## config.mk

```make
export PLATFORM = sky130hd
export DESIGN_NAME = pc_seq_ctrl
export DESIGN_NICKNAME = d
export VERILOG_FILES = /design/src/rtl/pc_seq_ctrl.sv
export SDC_FILE = /design/constraint.sdc
export NUM_CORES = 1
export LEC_CHECK = 0
export CELL_PAD_IN_SITES_DETAIL_PLACEMENT = 1
export CELL_PAD_IN_SITES_GLOBAL_PLACEMENT = 1
export CORE_MARGIN = 1.5
export CORE_UTILIZATION = 23
export CTS_BUF_LIST = sky130_fd_sc_hd__clkbuf_4
export DETAILED_ROUTE_END_ITERATION = 12
export PLACE_DENSITY_LB_ADDON = 0.1
export SLEW_MARGIN = 30
export SYNTH_ARGS = -nofsm -noshare
export SYNTH_HDL_FRONTEND = slang
export SYNTH_SLANG_ARGS = --single-unit
```

## constraint.sdc

```tcl
create_clock -name clk_i -period 3.36 [get_ports clk_i]
set_input_delay 0.672 -clock clk_i [delete_from_list [all_inputs] [get_ports clk_i]]
set_output_delay 0.672 -clock clk_i [all_outputs]
set_load 0.05 [all_outputs]
```

## src/rtl/pc_seq_ctrl.sv

```systemverilog
// PC sequencing and IF/ID, ID/EX hazard control with an IDLE/RUN/HALT run-state FSM.
// Optional performance counters are enabled by defining PC_SEQ_CTRL_PERF_EN.
module pc_seq_ctrl #(
  parameter logic [31:0] RESET_PC = 32'h0000_0000
) (
  input  logic        clk_i,
  input  logic        rst_i,
  input  logic        start_i,
  input  logic        halt_i,
  input  logic [31:0] pc_i,
  input  logic [4:0]  ifid_rs_i,
  input  logic [4:0]  ifid_rt_i,
  input  logic        idex_memread_i,
  input  logic [4:0]  idex_rt_i,
  input  logic        branch_taken_i,
  input  logic [31:0] branch_target_i,
  input  logic        jump_i,
  input  logic [31:0] jump_target_i,
  output logic [31:0] pc_next_o,
  output logic        pc_we_o,
  output logic        ifid_we_o,
  output logic        ifid_flush_o,
  output logic        idex_bubble_o,
  output logic [1:0]  state_o
`ifdef PC_SEQ_CTRL_PERF_EN
  ,
  output logic [31:0] cycle_cnt_o,
  output logic [31:0] stall_cnt_o,
  output logic [31:0] flush_cnt_o
`endif
);

  typedef enum logic [1:0] {
    IDLE = 2'd0,
    RUN  = 2'd1,
    HALT = 2'd2
  } state_t;

  state_t state_q, state_d;
  logic   hazard;
  logic   redirect;

  // Sequential fetch address; plain 32-bit add wraps FFFF_FFFC to 0.
  function automatic logic [31:0] pc_incr(input logic [31:0] pc);
    return pc + 32'd4;
  endfunction

  // A load targeting r0 never produces a value worth waiting for.
  assign hazard   = idex_memread_i && (idex_rt_i != 5'd0) &&
                    ((idex_rt_i == ifid_rs_i) || (idex_rt_i == ifid_rt_i));
  assign redirect = jump_i || branch_taken_i;

  always_ff @(posedge clk_i or negedge rst_i) begin
    if (!rst_i) state_q <= IDLE;
    else        state_q <= state_d;
  end

  always_comb begin
    state_d = state_q;
    case (state_q)
      IDLE: if (start_i) state_d = RUN;
      RUN: begin
        if (halt_i && !hazard) state_d = HALT;
        else if (!start_i)     state_d = IDLE;
      end
      HALT:    state_d = HALT;
      default: state_d = IDLE;
    endcase
  end

  always_comb begin
    pc_next_o     = RESET_PC;
    pc_we_o       = 1'b0;
    ifid_we_o     = 1'b0;
    ifid_flush_o  = 1'b0;
    idex_bubble_o = 1'b0;
    case (state_q)
      RUN: begin
        if (hazard) begin
          pc_next_o     = pc_i;
          idex_bubble_o = 1'b1;
        end else if (jump_i) begin
          pc_next_o    = jump_target_i;
          pc_we_o      = 1'b1;
          ifid_we_o    = 1'b1;
          ifid_flush_o = 1'b1;
        end else if (branch_taken_i) begin
          pc_next_o    = branch_target_i;
          pc_we_o      = 1'b1;
          ifid_we_o    = 1'b1;
          ifid_flush_o = 1'b1;
        end else begin
          pc_next_o = pc_incr(pc_i);
          pc_we_o   = 1'b1;
          ifid_we_o = 1'b1;
        end
      end
      HALT:    pc_next_o = pc_i;
      default: pc_next_o = RESET_PC;
    endcase
  end

  assign state_o = state_q;

`ifdef PC_SEQ_CTRL_PERF_EN
  logic [31:0] cycle_cnt_q, stall_cnt_q, flush_cnt_q;

  // Counters advance only while running; a stalled redirect is not a flush.
  always_ff @(posedge clk_i or negedge rst_i) begin
    if (!rst_i) begin
      cycle_cnt_q <= 32'd0;
      stall_cnt_q <= 32'd0;
      flush_cnt_q <= 32'd0;
    end else if (state_q == RUN) begin
      cycle_cnt_q <= cycle_cnt_q + 32'd1;
      if (hazard)        stall_cnt_q <= stall_cnt_q + 32'd1;
      else if (redirect) flush_cnt_q <= flush_cnt_q + 32'd1;
    end
  end

  assign cycle_cnt_o = cycle_cnt_q;
  assign stall_cnt_o = stall_cnt_q;
  assign flush_cnt_o = flush_cnt_q;
`else
  logic unused_redirect;
  assign unused_redirect = redirect;
`endif

endmodule

```

=== Word level (Yosys, flattened, before mapping) ===
Cells that the tools add are included.
W data, S select, Z words.

* Add/subtract/negate cells: 1
* Eq/ne operators: 6
* Mux-type cells: 16
* Reduce and logical (&&, ||, !) cells: 8

{| class="wikitable"
|+ Operator list
! cell !! number
|-
| $mux W32 || 3
|-
| $pmux W32 S2 || 1
|-
| $add A32 B3 Y32 const B || 1
|-
| $eq A5 B5 Y1 || 2
|-
| $mux W1 || 8
|-
| $mux W2 || 3
|-
| $pmux W2 S3 || 1
|-
| $reduce_bool A5 Y1 || 1
|-
| $logic_and A1 B1 Y1 || 3
|-
| $ne A3 B3 Y1 const B || 1
|-
| $eq A2 B1 Y1 const B || 1
|-
| $eq A2 B2 Y1 const B || 1
|-
| $logic_not A2 Y1 || 1
|-
| $ne A2 B2 Y1 const B || 1
|-
| $reduce_and A2 Y1 || 1
|-
| $logic_not A1 Y1 || 1
|-
| $logic_or A1 B1 Y1 || 1
|}

* Register bits after elaboration: 2
* Output and inout bits: 38
* Word-level logic and storage cells: 32

=== Logic depth before layout (Yosys ltp) ===
* Word-level depth: 7
* Mapped depth: 8
* Depth with buffers taken out: 7

=== Worst setup path after synthesis ===
OpenSTA, ideal clock, no wires.

* Path kind: input port to output port
* From: in idex_rt_i[1]
* To: out pc_next_o[16]
* Arrival time: 2926 ps
* Slack: -238 ps
* Stages on the path: 6
* Path buffers: 0
* Cells stage by stage: or4_4 o21ai_4 inv_2 a21oi_2 o221ai_1 o21ai_0

* Word-level cells in the longest chain between the ends: 5
* Elaborated cells on any way between the ends: 8
* Those cells by class: eq/ne (2); mux (2); reduce/logical (4)

{| class="wikitable"
|+ Ends and longest elaborated chain
! item !! RTL line !! text
|-
| start: declaration || 14 || <nowiki>input logic [4:0] idex_rt_i,</nowiki>
|-
| $eq A5 B5 Y1 / $reduce_bool A5 Y1 (equally long branches) || 50, 49 ||
|-
| $logic_or A1 B1 Y1 / $logic_and A1 B1 Y1 (equally long branches) || 50, 49 ||
|-
| $logic_and A1 B1 Y1 (*) || 49 || <nowiki>assign hazard = idex_memread_i && (idex_rt_i != 5'd0) &&</nowiki>
|-
| $mux W32 (*) || 79 || <nowiki>if (hazard) begin</nowiki>
|-
| $pmux W32 S2 (*) || 77 || <nowiki>case (state_q)</nowiki>
|-
| end: declaration || 19 || <nowiki>output logic [31:0] pc_next_o,</nowiki>
|}

Mark *: on every way between the ends. The rest lies on a longest branch, timed or not.

=== Worst setup path after layout ===
* From: in pc_i[18]
* To: out pc_next_o[24]

* Word-level cells in the longest chain between the ends: 5

{| class="wikitable"
|+ Ends and longest elaborated chain
! item !! RTL line !! text
|-
| start: declaration || 10 || <nowiki>input logic [31:0] pc_i,</nowiki>
|-
| $add A32 B3 Y32 || 45 || <nowiki>return pc + 32'd4;</nowiki>
|-
| $mux W32 || 87 || <nowiki>end else if (branch_taken_i) begin</nowiki>
|-
| $mux W32 || 82 || <nowiki>end else if (jump_i) begin</nowiki>
|-
| $mux W32 || 79 ||
|-
| $pmux W32 S2 || 77 ||
|}

No other way between the ends.

==> results.json <==
{
  "status": "complete, no violations",
  "cp_max_fo": 5,
  "die_y_microns": 95.0,
  "setup_viol": 0,
  "required_ns": 2.69,
  "clock_sinks": 2,
  "drive_gt1_frac": 0.328,
  "period_needed_ns": 3.31,
  "rows": 33,
  "drt_iter0_markers": 93,
  "crit_path_start_kind": "input port",
  "critPathKind": "input port to output port",
  "grt_max_degree": 25,
  "grt_pass1_wl_mm": 17.3,
  "grt_antenna_before_repair": 0,
  "worstHoldPathType": "flip-flop to flip-flop",
  "synthesis.nets": 429,
  "clkLatencyLatePin_ns": 0.24,
  "clock_skew_ns": 0.00789,
  "fin_nets": 649,
  "clockBufferDepth": 2,
  "finalWirelength_mm": 11.4,
  "overflow": 0,
  "via_per_inst": 5.37,
  "swShare": 0.532,
  "globalplace.congestion": 0.855,
  "maxCapViolCount": 0,
  "place_ws_ns": -0.229,
  "netlist_area_sq_mm": 0.00195,
  "htree_levels": 1,
  "slew_violations": 0,
  "design.die.area_sq_mm": 0.00902,
  "r2r_slack_ns": 1.80,
  "grt_usage": 0.242,
  "cts_root_buffer": "clkbuf_4",
  "place_hpwl_mm": 8.80,
  "setup_slack_ns": 0.0538,
  "peakVddDrop_mv": 0.482,
  "yosysMostFrequentCell": "nand2_1",
  "pwr-share-clk": 0.019,
  "yosysSeqAreaShare": 0.0257,
  "hold_ws_ns": 0.572,
  "p_total_mw": 3.00,
  "die_w_microns": 95.0,
  "powerDensity_mw_per_mm2": 639,
  "yosys_most_used_dff": "dfrtp_1",
  "wl_per_cell_microns": 18.2,
  "setup_tns_ns": 0,
  "p_int_mw": 1.41,
  "avgSynthCellArea_sq_um": 6.36,
  "clock.fmax_mhz": 302,
  "drc": 0,
  "synth_top_area_share": 0.0875,
  "top_level_ports": 156,
  "synth-async-reset-ratio": 1.00,
  "period_share": 0.984,
  "ys_top_cells_by_count": "nand2_1, o21ai_0, nor2_1, a21oi_1, nand3_1",
  "p_leak_nw": 1.95,
  "tightestPinTransition_ns": 0.493,
  "power_frac_seq": 0.017,
  "synth.largest_area_cell": "o21ai_0",
  "synthTopCellsByArea": "o21ai_0, nand2_1, xnor2_1",
  "start_util": 0.237,
  "core_area_sq_mm": 0.00822,
  "cts_tree": "done",
  "cts-buffers-inserted": 3,
  "rsz0062_at_grt": "true",
  "syn_to_final_growth_pct": 141,
  "n_antenna_cell": 0,
  "firstDrtPassIters": 6,
  "syn_inst": 306,
  "grt_pass1_vias": 3487,
  "power_frac_comb": 0.964,
  "end_kind": "output port",
  "ant_nets": 0,
  "synth_cell_types": 55,
  "synth_edf_count": 0,
  "relSlewSlack": 0.670,
  "ys_ff_latch": 2,
  "vias": 3379,
  "cp.arrival_ns": 2.63,
  "post-route-util": 0.572,
  "largest_reg_flops": 2,
  "io_buffers": 155,
  "power.switching_mw": 1.60,
  "clk_pin_slew_ns": 0.04,
  "synth-warning-count": 0,
  "hold_viol": 0
}
==> final timing paths <==
check | from | end | cells past startpoint
min reg2reg | state_o[0] | state_o[0] | 1
min in group asynchronous | rst_i | state_o[0] | 1
max in group asynchronous | rst_i | state_o[1] | 1
min | state_o[0] | state_o[0] | 1
max | pc_i[18] | pc_next_o[24] | 8
max reg2reg | state_o[1] | state_o[1] | 7
==> worst max-delay path, stage by stage <==
cell	delay, ns
clkdlybuf4s50_1	0.51
and4_1	0.26
buf_4	0.16
a311o_1	0.20
o221ai_1	0.22
a211oi_2	0.26
o22a_1	0.21
buf_12	0.15
==> timing repair <==
| item | 4_1_cts | 5_1_grt |
|---|---|---|
| buffers inserted | 11 | 3 |
| hold buffers | 0 | 0 |
| resized for setup | 51 | 51 |
| pin swaps | 25 | 18 |
| endpoints found under the setup margin | 32 | 28 |
| gates cloned | 2 | 0 |
==> power by group through the flow <==
stage / Sequential [mW] / Combinational [mW] / Clock [mW]
after floorplan: 0.0902 / 1.35 / 0
final: 0.0506 / 2.89 / 0.0576
after global routing: 0.0533 / 3.02 / 0.0633
after detailed placement: 0.0509 / 2.56 / 0
after CTS: 0.0510 / 2.80 / 0.0620
after global placement: 0.0505 / 2.54 / 0
==> per-stage QoR <==
stage | cell area [sq um] | std cells
3_3_place_gp | 4220 | 611
6_report | 4700 | 629
2_1_floorplan | 1950 | 306
4_1_cts | 4480 | 627
5_1_grt | 4700 | 629
3_5_place_dp | 4220 | 611
==> cell families (layout without fill, tap and decap cells) <==
group	count (synthesis)	in the layout	share of synthesized area
XOR/XNOR	18	18	0.0810
multiplexers	9	9	0.0469
buffers and inverters	33	251	0.0765
flip-flops	2	2	0.0257
AO/OA/AOI/OAI	123	123	0.432
AND/OR/NAND/NOR	116	116	0.306
adder cells (fa/ha/maj)	5	5	0.0322
==> layout by cell type, fill, tap and decap left out, types with 4 or more instances in the layout <==
master	count
ha_1	4
buf_4	75
a21oi_1	19
dlymetal6s2s_1	4
inv_1	11
o21ai_1	12
nand3_1	15
buf_12	21
o22ai_1	12
a22o_1	9
clkdlybuf4s50_1	96
o31ai_2	5
xnor2_1	15
nand2_1	36
o21ai_0	21
nand4_1	5
nor3_1	6
mux2i_1	8
buf_6	19
nor2_1	24
dlygate4sd2_1	15
==> cell type report <==
type / count / area [sq um]
well taps: 105 / 131
inverters: 12 / 45.0
fillers: 1007 / 3520
repair buffers: 236 / 2420
flip-flops and latches: 2 / 50.0
clock buffers: 3 / 22.5
multi-input cells: 271 / 2030
==> metal layers <==
| layer | vias up | share of wire | global-route usage |
|---|---|---|---|
| li1 | 1608 | - | - |
| met1 | 1635 | 0.43 | 0.302 |
| met2 | 117 | 0.50 | 0.443 |
| met3 | 19 | 0.050 | 0.0201 |
| met4 | 0 | 0.017 | 0.0609 |
| met5 | - | 0 | 0 |
Note: power is estimated with default switching activity, not from simulation.
==> variant 1, RTL diff (same flow settings) <==
Put a register stage on the output `ifid_we_o`, cleared by the reset. The value now appears one clock later. The other outputs are not delayed to match.
--- a/src/rtl/pc_seq_ctrl.sv
+++ b/src/rtl/pc_seq_ctrl.sv
@@ -38,2 +38,4 @@
 
+  logic ifid_we_d;
+
   state_t state_q, state_d;
@@ -73,3 +75,3 @@
     pc_we_o       = 1'b0;
-    ifid_we_o     = 1'b0;
+    ifid_we_d     = 1'b0;
     ifid_flush_o  = 1'b0;
@@ -84,3 +86,3 @@
           pc_we_o      = 1'b1;
-          ifid_we_o    = 1'b1;
+          ifid_we_d    = 1'b1;
           ifid_flush_o = 1'b1;
@@ -89,3 +91,3 @@
           pc_we_o      = 1'b1;
-          ifid_we_o    = 1'b1;
+          ifid_we_d    = 1'b1;
           ifid_flush_o = 1'b1;
@@ -94,3 +96,3 @@
           pc_we_o   = 1'b1;
-          ifid_we_o = 1'b1;
+          ifid_we_d = 1'b1;
         end
@@ -128,2 +130,10 @@
 
+  always_ff @(posedge clk_i or negedge rst_i) begin
+    if (!rst_i) begin
+      ifid_we_o <= '0;
+    end else begin
+      ifid_we_o <= ifid_we_d;
+    end
+  end
+
 endmodule
Function: changed (a bounded check fails within 4 cycles, from zero or initial values and one cycle with rst_i low).
==> variant 1 against the original RTL <==
  * Die area up 0.87%
  * Cell count is 0.48% higher
  * Clock power is 29% higher
  * Register-to-register slack better by 0.04 ns
  * Design area up 1.6%
  * Routed wire length up 0.18%
  * Worst hold slack better by 0.0053 ns
  * Area after synthesis grew 0.90%
  * Sequential cell count grew 1
  * Setup slack got worse by 0.0087 ns
  * Total power is 0.57% lower
  * Fmax fell by 0.26%
  * Largest cell class unchanged
  * Largest power group unchanged
==> variant 1: results (changes against the original RTL) <==
[status]
status = finished, final reports clean

[logic_synthesis]
avgSynthCellArea_sq_um = 6.42  ; +0.90%
synth_area_leaders = o21ai_0 8.7%, nand2_1 7.6%, xnor2_1 7.1%
synth_area_sq_um = 1960  ; +0.90%

[drt]
met2WireLength_mm = 5.73  ; -0.40%
drt_iter0_markers = 85  ; -8.6%
wl_met1_mm = 4.69  ; -4.5%

[final_layout]
num-fill-cells = 1006  ; -0.099%
seq_cell_count = 3  ; +1
seq_area_sq_um = 75.1  ; +50%
num-clock-buffers = 4  ; +1

[worst_setup_path]
cp_slowest_stage_delay_ns = 0.31  ; -0.20 ns
worstPathMaxFanout = 7  ; +2
slowest_stage = o22a_4

[power_and_ir_drop]
irDropWorstVdd_mv = 0.475  ; -1.4%
leakagePower_nw = 2.12  ; +8.6%
switching_share_pct = 53.3  ; +0.15 points

[global_route]
met3_usage_pct = 3.59  ; +1.6 points
met1_usage_pct = 29.4  ; -0.79 points
grt_pass1_wl_mm = 17.3  ; -0.36%
grt_antenna_before_repair = 2  ; +2
first_global_vias = 3572  ; +2.4%

[timing]
worstMarginPinSlew_ns = 0.506  ; +0.0127 ns

[placement]
routabilityCongestion = 0.811  ; -5.1%
placedCellCount = 614  ; +0.49%

[cts]
postCtsSetupBuffers = 7  ; -4

variant 1: cell types whose count changed after synthesis, sizes merged:
cell,unedited run,this run
buf,9,8
dfrtp,2,3
variant 1: final timing paths:
| path | from | to | slack, ns | cells after the start |
|---|---|---|---|---|
| setup reg to reg | state_o[1] | state_o[1] | 1.84 | 7 |
| hold reg to reg | state_o[0] | state_o[0] | 0.58 | 1 |
| max in group asynchronous | rst_i | ifid_we_o | 2.61 | 1 |
| min in group asynchronous | rst_i | state_o[1] | 0.61 | 1 |
| setup / recovery | idex_rt_i[4] | pc_next_o[28] | 0.05 | 10 |
| hold / removal | state_o[0] | state_o[0] | 0.58 | 1 |
variant 1: cell families after synthesis:
group,Yosys count,synth area share [%]
xor+xnor,18,8.03
simple gates,116,30.3
fa+ha+maj,5,3.19
mux,9,4.65
buf+inv,32,7.20
compound gates,123,42.8
flops,3,3.82
==> variant 2, RTL diff (same settings) <==
Without the edit above. Add an input register stage for `branch_target_i`, cleared by the reset; this delays it by one clock. The other inputs are not delayed to match.
--- a/src/rtl/pc_seq_ctrl.sv
+++ b/src/rtl/pc_seq_ctrl.sv
@@ -37,2 +37,12 @@
   } state_t;
+
+  logic [31:0] branch_target_q;
+
+  always_ff @(posedge clk_i or negedge rst_i) begin
+    if (!rst_i) begin
+      branch_target_q <= '0;
+    end else begin
+      branch_target_q <= branch_target_i;
+    end
+  end
 
@@ -87,3 +97,3 @@
         end else if (branch_taken_i) begin
-          pc_next_o    = branch_target_i;
+          pc_next_o    = branch_target_q;
           pc_we_o      = 1'b1;
Function: changed (a bounded check fails within 4 cycles, from zero or initial values and one cycle with rst_i low).
==> variant 2 against the original RTL <==
  * The flow now finishes with violations (DRC)
  * Sequential share of layout area is 14 points higher
  * Combinational power fell by 7.6%
  * Area after synthesis increased by 41%
  * Sequential cell count rose by 32
  * Total power rose by 12%
  * Count of clock-buffer cells in the layout rose by 4
  * Setup slack worse by 0.0018 ns
  * Design area is 19% higher
  * Routed wire length increased by 7.4%
  * Clock power grew to 4.2 times the old value
  * Largest cell class unchanged
  * Largest power group unchanged
==> variant 2: results (changes against the original RTL) <==
[cts]
clockBufferDepth = 2  ; unchanged
cts_buffers = 5  ; +2
clk_pin_slew_ns = 0.11  ; +0.07 ns
cts_root_buffer = clkbuf_4
clock_latency_ns = 0.33  ; +0.09 ns
h-tree-depth = 2  ; +1

[worst_setup_path]
worstPathMaxFanout = 4  ; -1
rrSetupSlack_ns = 1.79
critPathArrivalTime_ns = 2.64  ; about the same
cp_slowest_stage_delay_ns = 0.52
slowest_stage = or4_4
critPathTopFamily = compound AO/OA/AOI/OAI gates

[logic_synthesis]
yosysWarnings = 0  ; unchanged
synth_cells = 333  ; +8.8%
async_reset_ff_share_pct = 100  ; unchanged
yosys-top-cells-count = 44 x nand2_1, 34 x dfrtp_1, 28 x o21ai_0
synth_seq_area_share_pct = 31.0  ; +28 points
synth_area_leaders = dfrtp_1 31%, nand2_1 6.0%, o21ai_0 5.1%
ys_types = 59  ; +7.3%
synth-main-ff-cell = dfrtp_1
syn-num-nets = 456  ; +6.3%

[hold_path]
hold_path.class = in -> async

[global_route]
track_usage_pct = 19.5  ; -4.8 points
grt_pass1_wl_mm = 19.4  ; +12%
grt_max_degree = 35  ; +40%
grt_antenna_before_repair = 0  ; unchanged
first_global_vias = 3706  ; +6.3%

[drt]
wirelength_mm = 12.3  ; +7.4%
drt_iter0_markers = 172  ; +85%
wire_per_inst_um = 17.5  ; -3.5%
vias = 3452  ; +2.2%
drc_errors = 10  ; +10
first_pass_iters = 10  ; +4

[placement]
placedCellCount = 676  ; +11%
dp_slack_ns = -0.388  ; -0.159 ns
routabilityCongestion = 0.826  ; -3.3%
io_buffers = 155  ; unchanged
dp_hpwl_mm = 9.49  ; +7.7%

[final_layout]
antenna_cells = 0  ; unchanged
drive_gt1_share_pct = 32.3  ; -0.51 points
largest_register_ffs = 32  ; +30
num-fill-cells = 1339  ; +33%
regMostFlops = branch_target_q

[timing]
fin_crit_ns = 3.31  ; +0.00179 ns
fin_skew_ns = 0.000469  ; -0.00742 ns
worstMarginPinSlew_ns = 0.840  ; +0.346 ns

[power_and_ir_drop]
leakagePower_nw = 2.52  ; +29%
irDropWorstVdd_mv = 0.263  ; -45%

[status]
status = complete, but fails checks
violations = DRC

## variant 2: cell count changes in the layout (fill, tap and decap cells not counted), moves of 7 or more
| cell | before | now |
|---|---|---|
| dfrtp_1 | 2 | 34 |
| clkdlybuf4s50_1 | 96 | 79 |
| dlymetal6s2s_1 | 4 | 19 |
| xor2_1 | 2 | 15 |
| buf_6 | 19 | 11 |
| dlygate4sd2_1 | 15 | 8 |
| nand2_1 | 36 | 43 |
| xnor2_1 | 15 | 8 |
## variant 2: logic make-up (layout without fill, tap and decap cells)
kind of cell               count (synthesis)  count (layout)  share of synthesized area, %
adders and majority gates                  5               5                          2.28
buffers and inverters                     28             252                          4.47
AOI/OAI and AO/OA                        106             106                          26.0
xor gates and xnor gates                  23              23                          7.35
muxes                                     12              12                          4.47
DFF                                       34              34                          31.0
and+or+nand+nor                          125             125                          24.4
## variant 2: worst paths after layout
check	endpoint	startpoint	depth (start not counted)
setup / recovery	pc_next_o[15]	idex_rt_i[3]	9
hold / removal	branch_target_q[27]	rst_i	1
setup reg to reg	state_o[0]	state_o[1]	6
hold reg to reg	state_o[0]	state_o[0]	1
max in group asynchronous	branch_target_q[4]	rst_i	1
min in group clk_i	state_o[0]	state_o[0]	1
## variant 2: per-layer routing
layer	global-route usage (%)	vias to the layer above	part of all wire [%]	wire length, um
met2	34.6	99	49	6050
li1	-	1675	-	-
met4	3.12	0	0.91	112
met1	25.2	1672	44	5460
met5	0	-	0	0
met3	3.46	6	5.4	662
## variant 2: worst register-to-register path, stage by stage, from the launching register on
cell	delay [ns]
dfrtp_1	0.42
inv_1	0.14
ha_1	0.17
nand2b_1	0.07
nand2_1	0.08
a2bb2oi_1	0.24
mux2_2	0.36
## variant 2: power by group
part | total [mW] | internal (mW) | switching [mW]
Sequential | 0.456 | 0.440 | 0.0160
Combinational | 2.67 | 1.21 | 1.46
Clock | 0.240 | 0.0953 | 0.145
## variant 2: what timing repair did
action,in CTS,in global routing
gates resized for setup,69,54
buffers inserted,9,5
gates cloned,1,2
setup endpoints to repair,32,33
pin swaps,22,26
## variant 2: metrics by stage
stage,hold WS (ns),cell area [sq um]
after floorplan,0.376,2750
after global placement,0.555,5030
after detailed placement,0.563,5030
after CTS,0.444,5310
after global routing,0.468,5570
final,0.431,5570
## variant 2: layout make-up
type                            instances  area [sq um]  area share [%]
Inverter                                9          33.8           0.607
Multi-Input combinational cell        271          2010            36.1
Clock buffer                            7          52.6           0.944
Tap cell                              143           179            3.21
Sequential cell                        34           851            15.3
Timing Repair Buffer                  236          2440            43.8
